$ cat src/rtl/wb_port_arbiter_if.sv
// Writeback arbiter bus: ALU/memory write requests, decode hazard query and the
// registered register-file write port.
interface wb_port_arbiter_if #(
  parameter int WORD_WIDTH = 32,
  parameter int ADDR_W     = 4
);
  logic                  a_valid;
  logic [ADDR_W-1:0]     a_dest;
  logic [WORD_WIDTH-1:0] a_data;
  logic                  a_ready;

  logic                  m_valid;
  logic [ADDR_W-1:0]     m_dest;
  logic [WORD_WIDTH-1:0] m_data;
  logic                  m_ready;

  logic                  flush;

  logic [ADDR_W-1:0]     src1;
  logic [ADDR_W-1:0]     src2;
  logic                  use1;
  logic                  use2;
  logic                  hazard;

  logic                  WB_en;
  logic [ADDR_W-1:0]     WB_dest;
  logic [WORD_WIDTH-1:0] WB_result;

  modport slave (
    input  a_valid, a_dest, a_data, m_valid, m_dest, m_data, flush,
           src1, src2, use1, use2,
    output a_ready, m_ready, hazard, WB_en, WB_dest, WB_result
  );

  modport master (
    output a_valid, a_dest, a_data, m_valid, m_dest, m_data, flush,
           src1, src2, use1, use2,
    input  a_ready, m_ready, hazard, WB_en, WB_dest, WB_result
  );
endinterface

$ cat src/rtl/wb_port_arbiter.sv
// Shares the register file write port between ALU and memory writeback, oldest
// buffered write first, and flags read-after-write hazards for decode.
module wb_port_arbiter #(
  parameter int WORD_WIDTH = 32,
  parameter int ADDR_W     = 4
) (
  input logic               clk,
  input logic               rst,
  wb_port_arbiter_if.slave  port
);

  logic                  a_buf_valid;
  logic [ADDR_W-1:0]     a_buf_dest;
  logic [WORD_WIDTH-1:0] a_buf_data;
  logic                  m_buf_valid;
  logic [ADDR_W-1:0]     m_buf_dest;
  logic [WORD_WIDTH-1:0] m_buf_data;
  logic                  m_older;

  logic                  wb_en_q;
  logic [ADDR_W-1:0]     wb_dest_q;
  logic [WORD_WIDTH-1:0] wb_result_q;

  logic grant_a;
  logic grant_m;
  logic load_a;
  logic load_m;
  logic a_next_valid;
  logic m_next_valid;
  logic m_older_next;
  logic pend1;
  logic pend2;

  // Grant depends on buffer state only; a tie (loaded together) sets m_older.
  always_comb begin
    grant_a = a_buf_valid & (!m_buf_valid | !m_older);
    grant_m = m_buf_valid & (!a_buf_valid | m_older);
  end

  assign port.a_ready = !port.flush & (!a_buf_valid | grant_a);
  assign port.m_ready = !port.flush & (!m_buf_valid | grant_m);
  assign load_a       = port.a_valid & port.a_ready;
  assign load_m       = port.m_valid & port.m_ready;

  // With only one survivor the age bit simply points at it; with two, the one
  // that was not reloaded this edge is the older.
  always_comb begin
    a_next_valid = !port.flush & (load_a | (a_buf_valid & !grant_a));
    m_next_valid = !port.flush & (load_m | (m_buf_valid & !grant_m));
    m_older_next = m_next_valid;
    if (a_next_valid && m_next_valid) begin
      if (load_a) begin
        m_older_next = 1'b1;
      end else if (load_m) begin
        m_older_next = 1'b0;
      end else begin
        m_older_next = m_older;
      end
    end
  end

  always_ff @(posedge clk or negedge rst) begin
    if (!rst) begin
      a_buf_valid <= 1'b0;
      a_buf_dest  <= '0;
      a_buf_data  <= '0;
      m_buf_valid <= 1'b0;
      m_buf_dest  <= '0;
      m_buf_data  <= '0;
      m_older     <= 1'b0;
    end else begin
      a_buf_valid <= a_next_valid;
      m_buf_valid <= m_next_valid;
      m_older     <= m_older_next;
      if (load_a) begin
        a_buf_dest <= port.a_dest;
        a_buf_data <= port.a_data;
      end
      if (load_m) begin
        m_buf_dest <= port.m_dest;
        m_buf_data <= port.m_data;
      end
    end
  end

  // A flush does not cancel the write granted in the same cycle.
  always_ff @(posedge clk or negedge rst) begin
    if (!rst) begin
      wb_en_q     <= 1'b0;
      wb_dest_q   <= '0;
      wb_result_q <= '0;
    end else begin
      wb_en_q <= grant_a | grant_m;
      if (grant_m) begin
        wb_dest_q   <= m_buf_dest;
        wb_result_q <= m_buf_data;
      end else if (grant_a) begin
        wb_dest_q   <= a_buf_dest;
        wb_result_q <= a_buf_data;
      end
    end
  end

  assign port.WB_en     = wb_en_q;
  assign port.WB_dest   = wb_dest_q;
  assign port.WB_result = wb_result_q;

  always_comb begin
    pend1 = (a_buf_valid & (a_buf_dest == port.src1)) |
            (m_buf_valid & (m_buf_dest == port.src1)) |
            (wb_en_q     & (wb_dest_q  == port.src1));
    pend2 = (a_buf_valid & (a_buf_dest == port.src2)) |
            (m_buf_valid & (m_buf_dest == port.src2)) |
            (wb_en_q     & (wb_dest_q  == port.src2));
  end

  assign port.hazard = (port.use1 & pend1) | (port.use2 & pend2);

endmodule
$ cat src/flat_wrapper.sv
// flat-port wrapper written by rule: the top's interface ports become plain ports
module wb_port_arbiter_flat 
#(
  parameter int WORD_WIDTH = 32,
  parameter int ADDR_W     = 4
)
  (clk, rst, port_a_valid, port_a_dest, port_a_data, port_m_valid, port_m_dest, port_m_data, port_flush, port_src1, port_src2, port_use1, port_use2, port_a_ready, port_m_ready, port_hazard, port_WB_en, port_WB_dest, port_WB_result);
  wb_port_arbiter_if #(.WORD_WIDTH(WORD_WIDTH), .ADDR_W(ADDR_W)) port_i ();
  input logic clk;
  input logic rst;
  input wire logic [$bits(port_i.a_valid)-1:0] port_a_valid;
  input wire logic [$bits(port_i.a_dest)-1:0] port_a_dest;
  input wire logic [$bits(port_i.a_data)-1:0] port_a_data;
  input wire logic [$bits(port_i.m_valid)-1:0] port_m_valid;
  input wire logic [$bits(port_i.m_dest)-1:0] port_m_dest;
  input wire logic [$bits(port_i.m_data)-1:0] port_m_data;
  input wire logic [$bits(port_i.flush)-1:0] port_flush;
  input wire logic [$bits(port_i.src1)-1:0] port_src1;
  input wire logic [$bits(port_i.src2)-1:0] port_src2;
  input wire logic [$bits(port_i.use1)-1:0] port_use1;
  input wire logic [$bits(port_i.use2)-1:0] port_use2;
  output wire logic [$bits(port_i.a_ready)-1:0] port_a_ready;
  output wire logic [$bits(port_i.m_ready)-1:0] port_m_ready;
  output wire logic [$bits(port_i.hazard)-1:0] port_hazard;
  output wire logic [$bits(port_i.WB_en)-1:0] port_WB_en;
  output wire logic [$bits(port_i.WB_dest)-1:0] port_WB_dest;
  output wire logic [$bits(port_i.WB_result)-1:0] port_WB_result;
  assign port_i.a_valid = port_a_valid;
  assign port_i.a_dest = port_a_dest;
  assign port_i.a_data = port_a_data;
  assign port_i.m_valid = port_m_valid;
  assign port_i.m_dest = port_m_dest;
  assign port_i.m_data = port_m_data;
  assign port_i.flush = port_flush;
  assign port_i.src1 = port_src1;
  assign port_i.src2 = port_src2;
  assign port_i.use1 = port_use1;
  assign port_i.use2 = port_use2;
  assign port_a_ready = port_i.a_ready;
  assign port_m_ready = port_i.m_ready;
  assign port_hazard = port_i.hazard;
  assign port_WB_en = port_i.WB_en;
  assign port_WB_dest = port_i.WB_dest;
  assign port_WB_result = port_i.WB_result;
  wb_port_arbiter #(.WORD_WIDTH(WORD_WIDTH), .ADDR_W(ADDR_W)) u_core (.clk(clk), .rst(rst), .port(port_i));
endmodule
$ cat config.mk
export PLATFORM = sky130hd
export DESIGN_NAME = wb_port_arbiter_flat
export DESIGN_NICKNAME = d
export VERILOG_FILES = /design/src/rtl/wb_port_arbiter_if.sv /design/src/rtl/wb_port_arbiter.sv /design/src/flat_wrapper.sv
export SDC_FILE = /design/constraint.sdc
export NUM_CORES = 1
export LEC_CHECK = 0
export ABC_AREA = 0
export CORE_MARGIN = 4
export CORE_UTILIZATION = 45
export CTS_CLUSTER_DIAMETER = 30
export DETAILED_ROUTE_END_ITERATION = 8
export PLACE_DENSITY = 0.77
export SYNTH_ARGS = -nofsm -noshare
export SYNTH_HDL_FRONTEND = slang
export SYNTH_SLANG_ARGS = --single-unit
$ cat constraint.sdc
create_clock -name clk -period 1.5 [get_ports clk]
set_input_delay 0.3 -clock clk [delete_from_list [all_inputs] [get_ports clk]]
set_output_delay 0.3 -clock clk [all_outputs]
set_load 0.1 [all_outputs]
==> results.json <==
{
  "ys_ff_latch": 112,
  "drv_cap": 0,
  "post-synth-top-area-cell": "sky130_fd_sc_hd__dfrtp_1",
  "timing.final.ws_setup_ns": -0.461,
  "setup_viol": 75,
  "synth-simple-area-share_pct": 6.33,
  "area_delta_synth_final_pct": 56.3,
  "synthesis.nets": 455,
  "grt_max_degree": 57,
  "numCtsBuffers": 9,
  "synth.top_cell.area_share_pct": 55.4,
  "chip_width_um": 114,
  "status": "finished, violations left",
  "synth_top_family_by_area": "multiplexers",
  "vias": 3527,
  "hpwlAfterDp_um": 8710,
  "wl_per_cell_um": 19.2,
  "p_leak_uw": 0.00371,
  "synth-xor-area-share_pct": 3.63,
  "post_synth_fa_ha_maj_area_fraction_pct": 0,
  "crit-reg2reg-launch": "u_core.a_buf_valid",
  "design.portCount": 127,
  "drv_slew": 0,
  "timing.rr.end": "u_core.a_buf_data[29]",
  "irDropWorstVdd_v": 0.000823,
  "postRouteWirelength_um": 13200,
  "core-area_um2": 10900,
  "worst_skew_pair.late_latency_ns": 0.34,
  "synth_area_um2": 5060,
  "setup.worst_path.start_class": "flop",
  "cts_htree_levels": 3,
  "drt_iter0_markers": 193,
  "grt-ovfl-total": 0,
  "nNetsFinal": 630,
  "cell_row_count": 38,
  "worst_hold_path_type": "input pin to async pin",
  "clkTransAtPathRegs_ns": 0.08,
  "critical_path.endpoint_type": "primary output",
  "via_count_of_the_first_global_routing_pass": 3875,
  "antenna_cells_inserted": 0,
  "post-route-util_pct": 72.3,
  "layout-drive-gt1-share_pct": 38.3,
  "placed_area_um2": 7160,
  "initial_utilization_pct": 46.3,
  "cell_count_after_synthesis": 368,
  "clock_sink_count": 112,
  "fmaxAchievable_mhz": 510,
  "synth.mux.area_fraction_pct": 26.8,
  "port-buffer-count": 126,
  "avgSynthCellArea_um2": 13.8,
  "postRouteAntennaNets": 0,
  "crit_arrival_ns": 1.66,
  "ws_path_type": "flop to primary output",
  "synth-compound-area-share_pct": 4.87,
  "slew_headroom_pct": 80.4,
  "synthTopCellsByArea": "sky130_fd_sc_hd__dfrtp_1 (55%), sky130_fd_sc_hd__mux2_4 (18%), sky130_fd_sc_hd__mux2i_1 (5.9%)",
  "globalplace.congestion": 0.933,
  "crit_required_ns": 1.20,
  "antenna_found_initial": 0,
  "cts_tree": "yes",
  "power_per_cell_area_nw_per_um2": 1350,
  "synth.lib_cells_used.distinct": 31,
  "post-route-drc-count": 0,
  "path_max_fanout": 5,
  "final.hold.worst_slack_ns": 0.301,
  "cts.root.buffer_cell": "sky130_fd_sc_hd__clkbuf_16",
  "final_min_period_over_clock_period_pct": 131,
  "grt_use_total_pct": 20.2,
  "worst-slew-pin-transition_ns": 0.295,
  "ys.warnings.count": 0,
  "seq_area_frac_synth_pct": 55.4,
  "design.die.area_um2": 13000,
  "worst_clock_skew_ns": 0.0103,
  "detail_route.first_pass.iterations": 5,
  "final_cell_area_um2": 7910,
  "final-hold-violation-count": 0,
  "grt_setup_unrepaired": "true",
  "min_period_ns": 1.96,
  "r2r_slack_ns": -0.32,
  "die_height_um": 114,
  "max-clock-path-buffers": 2,
  "grt_pass1_wl_um": 20700,
  "detail_route.vias_per_cell": 5.13,
  "failing_checks": "setup timing",
  "reg2reg_depth": 8
}
==> synthesized netlist by cell type, drive strengths merged <==
master / number
inv: 3
o211ai: 1
nand3: 2
clkbuf: 2
o22ai: 7
or2: 1
nand2: 5
nor2: 46
buf: 16
mux2i: 30
nand4: 3
nand2b: 1
mux2: 74
nor2b: 1
a21oi: 33
a222oi: 1
nor3: 5
xor2: 16
and3: 1
a41oi: 1
dfrtp: 112
nor4: 2
xnor2: 5
==> state kept, by name (all words and copies together) (netlist names) <==
register / cells
u_core.port.WB_dest: 4
u_core.m_buf_dest: 4
u_core.port.WB_result: 32
u_core.a_buf_valid: 1
u_core.a_buf_data: 32
u_core.a_buf_dest: 4
u_core.m_buf_valid: 1
u_core.port.WB_en: 1
u_core.m_buf_data: 32
u_core.m_older: 1
==> worst max-delay path: stages, from the launching register on <==
cell                       delay [ns]
sky130_fd_sc_hd__dfrtp_4         0.51
sky130_fd_sc_hd__a222oi_1        0.33
sky130_fd_sc_hd__a21oi_1         0.12
sky130_fd_sc_hd__nand4_1         0.17
sky130_fd_sc_hd__buf_12          0.19
==> repair_timing <==
action | in CTS | in global routing
hold endpoints to repair | 46 | 0
setup endpoints to repair | 76 | 101
setup buffers | 7 | 3
resized for setup | 25 | 18
hold buffers | 1 | 0
pin swaps | 6 | 9
cloned | 7 | 3
==> logic make-up (layout without fill, tap and decap cells) <==
logic type / count (synthesis) / after routing
buf+inv: 21 / 201
compound gates: 43 / 43
xor+xnor: 21 / 21
flops: 112 / 112
simple gates: 67 / 67
mux: 104 / 104
==> power breakdown <==
part           switching [uW]  internal, uW  leakage (uW)
Sequential                460          3550       0.00129
Combinational            2360          1920       0.00228
Clock                    1150          1210      0.000144
Total                    3970          6680       0.00371
==> placed cells by master (no fill, tap or decap), types with 4 or more instances in the layout <==
cell type                         count
sky130_fd_sc_hd__o22ai_1              7
sky130_fd_sc_hd__xor2_1              16
sky130_fd_sc_hd__nor3_1               5
sky130_fd_sc_hd__nor2_1              43
sky130_fd_sc_hd__clkdlybuf4s50_1     78
sky130_fd_sc_hd__buf_12              53
sky130_fd_sc_hd__dfrtp_1            104
sky130_fd_sc_hd__buf_16               5
sky130_fd_sc_hd__dfrtp_2              4
sky130_fd_sc_hd__clkbuf_16           12
sky130_fd_sc_hd__mux2_2              13
sky130_fd_sc_hd__mux2i_1             27
sky130_fd_sc_hd__buf_6                7
sky130_fd_sc_hd__dfrtp_4              4
sky130_fd_sc_hd__dlygate4sd2_1        6
sky130_fd_sc_hd__a21oi_1             32
sky130_fd_sc_hd__mux2_4              61
sky130_fd_sc_hd__xnor2_1              5
sky130_fd_sc_hd__buf_4               27
==> through the flow <==
stage,instances,TNS (ns),power [uW],worst slack [ns]
final,688,-16.16,10600,-0.461
after global routing,688,-19.75,11100,-0.552
after CTS,684,-16.54,10700,-0.486
after detailed placement,653,-16.42,8170,-0.567
after global placement,653,-16.87,8090,-0.473
after floorplan,368,-33.48,6410,-0.708
==> worst max path at each step <==
stage | startpoint | end | slack, ns | cells past startpoint
after global placement | port_src1[3] | port_hazard | -0.47 | 6
after global routing | u_core.port.WB_dest[1] | port_hazard | -0.55 | 4
final | u_core.port.WB_dest[1] | port_hazard | -0.46 | 4
after floorplan | u_core.port.WB_dest[0] | port_hazard | -0.71 | 4
after CTS | u_core.port.WB_dest[0] | port_hazard | -0.49 | 4
after detailed placement | port_src1[1] | port_hazard | -0.57 | 7
==> layer usage <==
| layer | track usage, % | vias to the layer above | routed length (um) |
|---|---|---|---|
| li1 | - | 1641 | - |
| met1 | 26.5 | 1784 | 5590 |
| met2 | 35.0 | 91 | 6950 |
| met3 | 3.65 | 11 | 562 |
| met4 | 4.91 | 0 | 138 |
| met5 | 0 | - | 0 |
==> area by class of cell <==
cell class                      instances  area, um^2
Clock buffer                           10         239
Sequential cell                       112        2820
Fill cell                             720        3030
Tap cell                              140         175
Clock inverter                          6        61.3
Multi-Input combinational cell        235        2170
Timing Repair Buffer                  182        2430
Inverter                                3        11.3
Power figures use the tool's default switching activity.
